--- config.mk ---
export PLATFORM = sky130hd
export DESIGN_NAME = packet_arbiter_rr
export DESIGN_NICKNAME = d
export VERILOG_FILES = /design/src/rtl/packet_arbiter_rr.sv
export SDC_FILE = /design/constraint.sdc
export NUM_CORES = 1
export LEC_CHECK = 0
export CAP_MARGIN = 20
export CORE_ASPECT_RATIO = 0.9
export CORE_MARGIN = 5
export CORE_UTILIZATION = 41
export CTS_BUF_LIST = sky130_fd_sc_hd__clkbuf_8
export DETAILED_ROUTE_END_ITERATION = 8
export GPL_TIMING_DRIVEN = 1
export PLACE_DENSITY_LB_ADDON = 0.05
export SYNTH_ARGS = -nofsm -noshare
export SYNTH_HDL_FRONTEND = slang
export SYNTH_SLANG_ARGS = --single-unit
--- constraint.sdc ---
create_clock -name ipClk -period 3 [get_ports ipClk]
set_clock_uncertainty 0.15 [all_clocks]
set_input_delay 0.6 -clock ipClk [delete_from_list [all_inputs] [get_ports ipClk]]
set_output_delay 0.6 -clock ipClk [all_outputs]
set_load 0.1 [all_outputs]
--- src/rtl/packet_arbiter_rr.sv ---
// Round-robin packet arbiter: merges NUM_CH valid/ready byte streams onto one registered output,
// holding each grant from SoP to EoP. Define ARB_TIMEOUT_EN to release a locked channel idle for TIMEOUT cycles.
module packet_arbiter_rr #(
   parameter int NUM_CH  = 4,
   parameter int DATA_W  = 8,
   parameter int TIMEOUT = 1024,
   localparam int GW     = (NUM_CH > 1) ? $clog2(NUM_CH) : 1
) (
   input  logic                     ipClk,
   input  logic                     ipReset,
   input  logic [NUM_CH*DATA_W-1:0] ipTxData,
   input  logic [NUM_CH-1:0]        ipTxValid,
   input  logic [NUM_CH-1:0]        ipTxSoP,
   input  logic [NUM_CH-1:0]        ipTxEoP,
   output logic [NUM_CH-1:0]        opTxReady,
   output logic [DATA_W-1:0]        opTxData,
   output logic                     opTxValid,
   output logic                     opTxSoP,
   output logic                     opTxEoP,
   input  logic                     ipTxReady,
   output logic [GW-1:0]            opGrant,
   output logic                     opBusy,
   output logic                     opTimeout,
   output logic                     opState
);

   typedef enum logic {IDLE = 1'b0, LOCKED = 1'b1} stateT;

   localparam logic [GW:0] NCH = (GW+1)'(NUM_CH);

   stateT             state;
   logic [GW-1:0]     grant;
   logic [GW-1:0]     lastGrant;
   logic [GW-1:0]     winner;
   logic [GW:0]       scanIdx;
   logic              anyReq;
   logic [NUM_CH-1:0] req;
   logic [NUM_CH-1:0] txReady;
   logic [DATA_W-1:0] grantData;
   logic              grantValid;
   logic              grantSoP;
   logic              grantEoP;
   logic [DATA_W-1:0] outData;
   logic              outValid;
   logic              outSoP;
   logic              outEoP;
   logic              outFree;
   logic              inXfer;

   // Handshake: a beat moves on any port when its valid and ready are both high at the clock edge;
   // valid never waits for ready, and the output beat holds steady while opTxValid && !ipTxReady.
   assign req     = ipTxValid & ipTxSoP;
   assign outFree = !outValid || ipTxReady;
   assign inXfer  = (state == LOCKED) && grantValid && outFree;

   // Scan starts one past the previous owner so every requester is reached within one rotation.
   always_comb begin
      winner  = lastGrant;
      anyReq  = 1'b0;
      scanIdx = '0;
      for (int k = 1; k <= NUM_CH; k++) begin
         scanIdx = {1'b0, lastGrant} + (GW+1)'(k);
         if (scanIdx >= NCH) scanIdx = scanIdx - NCH;
         if (!anyReq && req[scanIdx[GW-1:0]]) begin
            anyReq = 1'b1;
            winner = scanIdx[GW-1:0];
         end
      end
   end

   always_comb begin
      grantData  = '0;
      grantValid = 1'b0;
      grantSoP   = 1'b0;
      grantEoP   = 1'b0;
      txReady    = '0;
      for (int i = 0; i < NUM_CH; i++) begin
         if (grant == GW'(i)) begin
            grantData  = ipTxData[i*DATA_W +: DATA_W];
            grantValid = ipTxValid[i];
            grantSoP   = ipTxSoP[i];
            grantEoP   = ipTxEoP[i];
         end
         // In IDLE, beats without SoP are orphans and are drained so a desynchronised source cannot stall.
         if (state == LOCKED) txReady[i] = (grant == GW'(i)) && outFree;
         else                 txReady[i] = ipTxValid[i] && !ipTxSoP[i];
      end
   end

`ifdef ARB_TIMEOUT_EN
   localparam int CW = $clog2(TIMEOUT) + 1;
   logic [CW-1:0] idleCnt;
   logic          timeoutPulse;
`endif

   always_ff @(posedge ipClk) begin
      if (ipReset) begin
         state     <= IDLE;
         grant     <= '0;
         lastGrant <= GW'(NUM_CH - 1);
         outData   <= '0;
         outValid  <= 1'b0;
         outSoP    <= 1'b0;
         outEoP    <= 1'b0;
`ifdef ARB_TIMEOUT_EN
         idleCnt      <= '0;
         timeoutPulse <= 1'b0;
`endif
      end else begin
`ifdef ARB_TIMEOUT_EN
         timeoutPulse <= 1'b0;
`endif
         if (inXfer) begin
            outData  <= grantData;
            outSoP   <= grantSoP;
            outEoP   <= grantEoP;
            outValid <= 1'b1;
         end else if (ipTxReady) begin
            outValid <= 1'b0;
         end

         case (state)
            IDLE: begin
               if (anyReq) begin
                  grant <= winner;
                  state <= LOCKED;
`ifdef ARB_TIMEOUT_EN
                  idleCnt <= '0;
`endif
               end
            end
            LOCKED: begin
               if (inXfer && grantEoP) begin
                  state     <= IDLE;
                  lastGrant <= grant;
               end
`ifdef ARB_TIMEOUT_EN
               else if (inXfer) begin
                  idleCnt <= '0;
               end else if (!grantValid) begin
                  // Only source silence counts; downstream back-pressure with the source valid does not.
                  if (idleCnt == CW'(TIMEOUT - 1)) begin
                     state        <= IDLE;
                     lastGrant    <= grant;
                     timeoutPulse <= 1'b1;
                     idleCnt      <= '0;
                  end else begin
                     idleCnt <= idleCnt + 1'b1;
                  end
               end
`endif
            end
            default: state <= IDLE;
         endcase
      end
   end

`ifdef ARB_TIMEOUT_EN
   assign opTimeout = timeoutPulse;
`else
   assign opTimeout = 1'b0;
`endif

   assign opTxReady = ipReset ? '0 : txReady;
   assign opTxData  = outData;
   assign opTxValid = outValid;
   assign opTxSoP   = outSoP;
   assign opTxEoP   = outEoP;
   assign opGrant   = grant;
   assign opBusy    = (state == LOCKED);
   assign opState   = state;

endmodule

==> key figures, run 1 <==
Critical path
  – Worst r2r src: opGrant[0]
  – CP arrival: 1930 ps
  – WS Path Type: input port to primary output
  – CP required: 2250 ps
  – CP Capture Type: primary output
  – Crit path launch: ipTxReady
  – Critical Path Source Type: input port
  – Crit-path max FO: 2

Min path
  – HP Start: opTxEoP
  – Hold Path Class: flip-flop to flip-flop

Clock tree
  – # resized after CTS: 0
  – TritonCTS Sinks: 16
  – CTS Root Cell: clkbuf_8
  – Hold_buf cts: 0
  – CTS tree: done
  – H-tree Lvls: 1
  – Clock transition at the registers of the reported paths: 60 ps
  – Setup Buffers After CTS: 0
  – CTS buffer count: 3
  – Maximum root-to-sink buffer count: 2
  – Skew-Pair Late Insertion Delay: 250 ps

Layout
  – Most frequent cells in the layout: clkdlybuf4s50_1 (46), buf_4 (18), nor2_1 (14)
  – Most common cell after layout, fill and taps aside: clkdlybuf4s50_1
  – Share of cells above drive strength 1: 24.6%
  – Area growth from synthesis to layout: 69.5%
  – Fill cell count: 210
  – Final instance area: 1830 sq um
  – Ant diodes: 0
  – Final #Nets: 219

Global route
  – Vias in the first global route: 1127
  – Global-route wire length before repair: 5.30 mm
  – GRT Total Usage: 17.5%
  – Global route overflow: 0
  – Initial antenna violation count: 0
  – Largest net degree at the start of global routing: 21

Synthesis
  – Syn nets: 156
  – Register area share after synthesis: 29.7%
  – Post-Syn Instances: 109
  – Post-synthesis register bit count: 16
  – Post-synth cell types: 32
  – Mapped Area: 1080 sq um
  – Syn avg cell area: 9.89 sq um
  – Synth Warn #: 0

Floorplanning
  – Die area: 3760 sq um
  – Starting Density: 43.3%
  – # IOs: 67
  – Die H: 58.7 microns
  – Row cnt: 17
  – Die width: 64.1 microns
  – Core Area: 2490 sq um

Routing
  – Residual DRC count: 0
  – DRT iter0 DRCs: 29
  – ANT nets after route: 0
  – Total Wirelength: 3.29 mm
  – Pre-antenna DRT Iters: 4
  – Average routed wire per standard cell: 16.6 microns
  – Vias: 1126
  – Routed vias/inst: 5.66

STA
  – Final Cycle Share: 89.5%
  – Max Freq: 372 MHz
  – Fin crit period: 2680 ps
  – Final TNS setup: 0 ps
  – RSZ-0062 raised after global routing: no
  – Fin. max-slew vios: 0
  – Setup Viol. Count Final: 0
  – Hold Vio Cnt, Final: 0
  – Post-route setup slack: 315 ps
  – Worst slew pin tran: 503 ps
  – Max transition margin: 66.5%

Place
  – IO Port Bufs: 65
  – Routability cong.: 0.913
  – Post-Place Cell Area: 1770 sq um
  – Pre-CTS setup slack: 316 ps
  – Detailed Place HPWL: 2.60 mm

Job
  – # Max-Cap Violations: 0

Pwr
  – Worst IR Drop VDD: 0.416 mV
  – Power per standard cell area: 500 nW/um^2
  – LEAKAGE: 0.000740 uW

Outcome
  – Status: complete, no violations
[registers in the layout, indices dropped and copies added (netlist names)]
name and flops:
opTxData 8, opTxSoP 1, opBusy 1, opGrant 2, opTxEoP 1, lastGrant 2, opTxValid 1
[critical path, stage by stage]
cell and delay, ps:
clkdlybuf4s50_1 450, nand2b_1 130, nand2_1 50, or3_1 360, a21oi_4 160, buf_12 190
[logic make-up (layout without fill, tap and decap cells)]
kind of cell / Yosys count / after routing / share of synthesized area [%]
and+or+nand+nor: 39 / 39 / 18.4
buffers and inverters: 11 / 73 / 6.03
muxes: 22 / 22 / 32.7
AOI/OAI and AO/OA: 20 / 20 / 12.8
other: 1 / 1 / 0.348
DFF: 16 / 16 / 29.7
[Yosys cell counts]
cell	number	area [sq um]
a22oi_1	2	15.0
mux2i_1	12	120
a311oi_1	1	8.76
buf_2	1	5.00
o21ai_0	1	5.00
nand3_2	1	10.0
nand2b_1	3	18.8
inv_1	1	3.75
buf_4	2	15.0
nor2b_1	1	6.26
mux4_1	2	52.6
conb_1	1	3.75
or3_1	1	6.26
mux4_2	8	180
buf_1	2	7.51
dfxtp_1	16	320
a211oi_1	1	7.51
nor3b_1	3	22.5
a211o_1	3	26.3
a21oi_1	6	30.0
a41oi_1	1	8.76
and3b_1	1	8.76
buf_6	2	22.5
a31oi_1	1	6.26
clkbuf_1	3	11.3
o22ai_1	2	12.5
nand4b_1	3	26.3
and2_1	1	6.26
nor2_1	15	56.3
nand2_1	10	37.5
a2bb2oi_1	1	8.76
o2bb2ai_1	1	8.76
[path summary, 6_finish.rpt]
check                 endpoint  slack (ps)  cells past startpoint
setup / recovery  opTxReady[0]         320                      6
hold / removal         opTxEoP         330                      2
setup reg to reg   opTxData[6]         810                      5
hold reg to reg        opTxEoP         330                      2
[power breakdown]
group / switching [uW] / internal [uW] / leakage, uW / total, uW
registers: 42.2 / 236 / 0.000132 / 278
logic: 269 / 178 / 0.000579 / 447
clock network: 72.7 / 116 / 0.0000288 / 189
[layer usage]
layer | global-route usage (%) | routed length (microns) | vias to the layer above
met5 | 0 | 0 | -
met4 | 5.93 | 12 | 0
met3 | 4.39 | 259 | 2
met2 | 30.8 | 1700 | 49
met1 | 20.6 | 1320 | 544
li1 | - | - | 531
[layout make-up]
class,count,area [sq um],area share (%)
Clock buffer,4,55.1,3.01
Inverter,1,3.75,0.205
Multi-Input combinational cell,82,734,40.2
Sequential cell,16,324,17.7
Tap cell,28,35.0,1.92
Timing Repair Buffer,68,676,37.0
[stage by stage]
| stage | util (%) | hold slack, ps | instances | power [uW] |
|---|---|---|---|---|
| floorplan | - | 302 | 109 | 597 |
| global placement | 71.2 | 302 | 195 | 723 |
| detailed placement | 71.2 | 313 | 195 | 731 |
| CTS | 73.5 | 322 | 199 | 923 |
| global route | 73.5 | 347 | 199 | 954 |
| finish | 73.5 | 325 | 199 | 915 |
Power figures use the tool's default switching activity.
==> run 2, diff against run 1 <==
--- a/config.mk
+++ b/config.mk
@@ -6,11 +6,11 @@
 export NUM_CORES = 1
 export LEC_CHECK = 0
 export CAP_MARGIN = 20
-export CORE_ASPECT_RATIO = 0.9
 export CORE_MARGIN = 5
-export CORE_UTILIZATION = 41
+export CORE_UTILIZATION = 68
 export CTS_BUF_LIST = sky130_fd_sc_hd__clkbuf_8
 export DETAILED_ROUTE_END_ITERATION = 8
+export DONT_BUFFER_PORTS = 1
 export GPL_TIMING_DRIVEN = 1
 export PLACE_DENSITY_LB_ADDON = 0.05
 export SYNTH_ARGS = -nofsm -noshare
==> run 2 against run 1 <==
Effect of this change:
- global-route usage up 6.0 points
- clock power about the same
- critical path type unchanged
- design area shrank 32%
- utilization rose by 9.4 points
==> key figures, run 2 (synthesis results as in run 1) <==
Global route
  – Global route overflow: 0 (unchanged)
  – Initial antenna violation count: 0 (unchanged)
  – Largest net degree at the start of global routing: 22 (+4.8%)
  – Global-route wire length before repair: 4.62 mm (-13%)
  – Vias in the first global route: 974 (-14%)
  – GRT Total Usage: 23.5% (+6.0 points)

Critical path
  – Critical Path Source Type: input port
  – WS Path Type: input port to primary output
  – CP endpoint: opTxReady[0]
  – Worst r2r path cells: 4 (-1)
  – Crit-path max FO: 6 (+4)
  – R2r setup slk: 970 ps (+160 ps)
  – CP required: 2250 ps (about the same)
  – CP arrival: 1580 ps (-350 ps)
  – Crit path launch: ipTxReady
  – Worst r2r src: opGrant[0]
  – CP Capture Type: primary output
  – Crit Reg-Reg Endpoint: lastGrant[1]

STA
  – Max transition margin: 33.7% (-33 points)
  – Max Freq: 430 MHz (+15%)
  – Worst slew pin tran: 993 ps (+490 ps)
  – Final Cycle Share: 77.5% (-12 points)
  – RSZ-0062 raised after global routing: no
  – Final Hold Slack: 268 ps (-57.6 ps)
  – Post-route setup slack: 674 ps (+359 ps)
  – Hold Vio Cnt, Final: 0 (unchanged)
  – Fin crit period: 2330 ps (-359 ps)
  – Setup Viol. Count Final: 0 (unchanged)
  – Fin. max-slew vios: 0 (unchanged)
  – Final TNS setup: 0 ps (unchanged)

Clock tree
  – Hold_buf cts: 0 (unchanged)
  – CTS buffer count: 3 (unchanged)
  – Skew-Pair Late Insertion Delay: 250 ps (about the same)
  – Setup Buffers After CTS: 0 (unchanged)
  – H-tree Lvls: 1 (unchanged)
  – CTS Root Cell: clkbuf_8
  – Clock transition at the registers of the reported paths: 60 ps (about the same)
  – Maximum root-to-sink buffer count: 2 (unchanged)
  – TritonCTS Sinks: 16 (unchanged)
  – # resized after CTS: 0 (unchanged)
  – CTS tree: done

Routing
  – Routed vias/inst: 7.28 (+29%)
  – DRT iter0 DRCs: 20 (-31%)
  – Total Wirelength: 2.83 mm (-14%)
  – Average routed wire per standard cell: 22.3 microns (+35%)
  – ANT nets after route: 0 (unchanged)
  – Residual DRC count: 0 (unchanged)
  – Vias: 924 (-18%)
  – Pre-antenna DRT Iters: 4 (unchanged)

Pwr
  – Switch share: 44.1% (+2.1 points)
  – Int Pwr: 458 uW (-14%)
  – Sw power: 361 uW (-6.0%)
  – Design Power: 819 uW (-10%)
  – Worst IR Drop VDD: 0.349 mV (-16%)
  – Clock network fraction of design power: 23.1% (+2.4 points)
  – Power per standard cell area: 657 nW/um^2 (+31%)
  – Share of power burned in registers: 43.0% (+13 points)
  – Part of the power in combinational logic: 33.9% (-15 points)
  – LEAKAGE: 0.000488 uW (-34%)

Outcome
  – Status: complete, no violations

Floorplanning
  – Die H: 49.8 microns (-15%)
  – # IOs: 67 (unchanged)
  – Die area: 2480 sq um (-34%)
  – Die width: 49.8 microns (-22%)
  – Row cnt: 14 (-3)
  – Starting Density: 71.6% (+28 points)
  – Core Area: 1510 sq um (-39%)

Min path
  – Hold Path Class: input port to flip-flop

Layout
  – Final Util: 82.8% (+9.4 points)
  – Ant diodes: 0 (unchanged)
  – Share of cells above drive strength 1: 25.2% (+0.66 points)
  – Most common cell after layout, fill and taps aside: nor2_1
  – Max reg flops: 8 (unchanged)
  – Area growth from synthesis to layout: 15.7%
  – Final #Nets: 159 (-27%)
  – Most frequent cells in the layout: nor2_1 (14), dfxtp_1 (13), mux2i_1 (12)

Place
  – Detailed Place HPWL: 2.14 mm (-17%)
  – Pre-CTS setup slack: 675 ps (+359 ps)
  – Routability cong.: 0.835 (-8.5%)
  – IO Port Bufs: 0 (-100%)

Job
  – # Max-Cap Violations: 0 (unchanged)
run 2: cell count changes in the layout (fill, tap and decap cells not counted):
cell	delta
clkdlybuf4s50_1	-46
buf_4	-14
run 2: power groups by stage:
stage | Clock (uW) | Combinational (uW) | Sequential, uW
floorplan | 0 | 206 | 391
global placement | 0 | 269 | 356
detailed placement | 0 | 276 | 357
CTS | 190 | 278 | 352
global route | 205 | 294 | 356
finish | 189 | 277 | 353
run 2: layer usage:
layer	share of wire, %	global-route usage, %	wire length (microns)	vias to the layer above
met5	0	0	0	-
met4	1.1	5.24	30	0
met3	12	9.04	353	4
met2	55	42.6	1540	66
met1	32	25.4	902	443
li1	-	-	-	411
run 2: worst min path at each step:
stage / start / to / cells after the start
2_1_floorplan: lastGrant[1] / lastGrant[1] / 1
3_3_place_gp: lastGrant[1] / lastGrant[1] / 1
3_5_place_dp: lastGrant[1] / lastGrant[1] / 1
4_1_cts: ipReset / opTxEoP / 1
5_1_grt: ipReset / opTxEoP / 1
6_report: ipReset / opTxValid / 1
run 2: layout make-up:
type / count / area, sq um
Sequential cell: 16 / 324
Fill cell: 90 / 259
Tap cell: 16 / 20.0
Timing Repair Buffer: 8 / 110
Clock buffer: 4 / 55.1
Inverter: 1 / 3.75
Multi-Input combinational cell: 82 / 734
run 2: through the flow:
stage / instance area (sq um) / std cells
after floorplan: 1120 / 109
final: 1250 / 127
after global placement: 1190 / 123
after global routing: 1250 / 127
after detailed placement: 1190 / 123
after CTS: 1250 / 127
run 2: critical path, stage by stage:
cell and delay (ps):
nand2b_1 200, nand2_1 70, or3_1 360, a21oi_4 160, buf_12 180
==> run 3, diff against run 2 <==
--- a/config.mk
+++ b/config.mk
@@ -7,7 +7,7 @@
 export LEC_CHECK = 0
 export CAP_MARGIN = 20
 export CORE_MARGIN = 5
-export CORE_UTILIZATION = 68
+export CORE_UTILIZATION = 58
 export CTS_BUF_LIST = sky130_fd_sc_hd__clkbuf_8
 export DETAILED_ROUTE_END_ITERATION = 8
 export DONT_BUFFER_PORTS = 1
==> constraint.sdc (replaced) <==
create_clock -name ipClk -period 2.1 [get_ports ipClk]
set_clock_uncertainty 0.15 [all_clocks]
set_input_delay 0.42 -clock ipClk [delete_from_list [all_inputs] [get_ports ipClk]]
set_output_delay 0.42 -clock ipClk [all_outputs]
set_load 0.1 [all_outputs]
==> run 3 against run 2 <==
Effect of this change:
- clock power rose by 22%
- total power rose by 43%
- first-iteration DRC count fell by 25%
- flip-flop and latch count did not move
==> key figures, run 3 (synthesis results as in run 1) <==
Outcome
  – Status: complete, no violations

Global route
  – Vias in the first global route: 920 (-5.5%)
  – Initial antenna violation count: 0 (unchanged)
  – GRT Total Usage: 20.8% (-2.7 points)
  – Met2 Resource Use GR: 41.5% (-1.1 points)
  – Top Usage Layer GRT: met2
  – Met3 usage: 7.89% (-1.1 points)
  – Global-route wire length before repair: 4.16 mm (-10%)
  – Met1 global-route usage: 19.3% (-6.0 points)
  – Global route overflow: 0 (unchanged)
  – Largest net degree at the start of global routing: 22 (unchanged)

Floorplanning
  – Row cnt: 15 (+1)
  – # IOs: 67 (unchanged)
  – Starting Density: 61.8% (-9.8 points)
  – Die width: 53.1 microns (+6.6%)
  – Core Area: 1750 sq um (+16%)
  – Die area: 2820 sq um (+14%)
  – Die H: 53.1 microns (+6.6%)

Clock tree
  – TritonCTS Sinks: 16 (unchanged)
  – Hold_buf cts: 0 (unchanged)
  – Maximum root-to-sink buffer count: 2 (unchanged)
  – CTS Root Cell: clkbuf_8
  – CTS buffer count: 3 (unchanged)
  – CTS tree: done
  – H-tree Lvls: 1 (unchanged)
  – Skew-Pair Late Insertion Delay: 250 ps (about the same)
  – Clock transition at the registers of the reported paths: 60 ps (about the same)

Critical path
  – Crit path launch: opBusy
  – Slowest cell delay on critical path: 380 ps (+20 ps)
  – CP Capture Type: primary output
  – Crit Reg-Reg Endpoint: opTxData[3]
  – CP endpoint: opTxReady[0]
  – CP max-delay cell: dfxtp_4
  – R2r setup slk: 220 ps (-750 ps)
  – Worst r2r path cells: 5 (+1)
  – CP bufs+invs: 2 (+1)
  – Worst path top cell family by delay: buffers and inverters
  – WS Path Type: flip-flop to primary output
  – Levels on crit path: 5 (unchanged)
  – Worst r2r src: opGrant[0]
  – CP required: 1530 ps (-720 ps)
  – Crit path cell chain: buf_4 > nor2_1 > nand2_1 > a21oi_4 > buf_12
  – CP arrival: 1450 ps (-130 ps)
  – Crit-path max FO: 10 (+4)
  – Critical Path Source Type: flip-flop

Layout
  – Most frequent cells in the layout: buf_4 (16), nor2_1 (14), mux2i_1 (12), dfxtp_1 (12), nand2_1 (10)
  – Most common cell after layout, fill and taps aside: buf_4
  – Share of cells above drive strength 1: 33.9% (+8.6 points)
  – Max reg flops: 8 (unchanged)
  – Area growth from synthesis to layout: 26.5%
  – Ant diodes: 0 (unchanged)
  – Final #Nets: 172 (+8.2%)
  – Fill cell count: 131 (+46%)
  – Final Util: 78.1% (-4.7 points)

Routing
  – DRT iter0 DRCs: 15 (-25%)
  – Pre-antenna DRT Iters: 4 (unchanged)
  – Routed vias/inst: 6.28 (-14%)
  – Residual DRC count: 0 (unchanged)
  – Total Wirelength: 2.85 mm (+0.57%)
  – Vias: 936 (+1.3%)
  – ANT nets after route: 0 (unchanged)
  – Average routed wire per standard cell: 19.1 microns (-14%)

Min path
  – Hold path depth: 1 (unchanged)
  – Hold Path Class: input port to flip-flop
  – HP Start: ipReset

Place
  – Detailed Place HPWL: 2.29 mm (+6.8%)
  – Routability cong.: 0.780 (-6.6%)
  – IO Port Bufs: 0 (unchanged)

STA
  – Final Cycle Share: 96.4%
  – Fin. max-slew vios: 0 (unchanged)
  – Setup Viol. Count Final: 0 (unchanged)
  – Fin crit period: 2020 ps
  – Max Freq: 494 MHz
  – Hold Vio Cnt, Final: 0 (unchanged)
  – RSZ-0062 raised after global routing: no

Pwr
  – Power per standard cell area: 859 nW/um^2 (+31%)
  – Worst IR Drop VDD: 0.735 mV (+110%)
  – Design Power: 1170 uW (+43%)
  – LEAKAGE: 0.000557 uW (+14%)

Job
  – # Max-Cap Violations: 0 (unchanged)
[run 3: per-stage QoR]
stage / instances / TNS [ps] / instance area [sq um] / worst slack (ps) / hold WS (ps)
finish: 149 / 0 / 1360 / 75.5 / 79.1
CTS: 149 / 0 / 1360 / 79.9 / 74.9
global route: 149 / 0 / 1360 / 42.7 / 65.0
global placement: 145 / 0 / 1320 / 267 / 293
floorplan: 109 / -418 / 1170 / -216 / 302
detailed placement: 145 / 0 / 1320 / 227 / 302
[run 3: where the power goes]
part           switching, uW  internal (uW)
sequential              44.3            338
combinational            375            184
clock                    101            130
[run 3: layer usage]
| layer | wire length (microns) | share of wire, % |
|---|---|---|
| met1 | 989 | 35 |
| met2 | 1570 | 55 |
| met3 | 259 | 9.1 |
| met4 | 27 | 0.95 |
| met5 | 0 | 0 |
[run 3: how the worst min path moves through the flow]
stage	slack (ps)	end
finish	80	opGrant[0]
global route	60	opGrant[0]
CTS	70	opGrant[0]
detailed placement	300	opTxEoP
global placement	290	opTxEoP
floorplan	300	lastGrant[1]
[run 3: layout make-up]
class | instances | area, sq um | share of cell area (%)
Clock inverter | 1 | 3.75 | 0.275
Multi-Input combinational cell | 82 | 739 | 54.2
Clock buffer | 3 | 41.3 | 3.03
Tap cell | 25 | 31.3 | 2.29
Timing Repair Buffer | 21 | 211 | 15.5
Sequential cell | 16 | 333 | 24.4
Inverter | 1 | 3.75 | 0.275
[run 3: timing repair]
action                                  in CTS  in global routing
setup buffers                                0                  0
gates resized for setup                      0                  1
endpoints found under the setup margin       0                  1
hold endpoints to repair                     0                  0
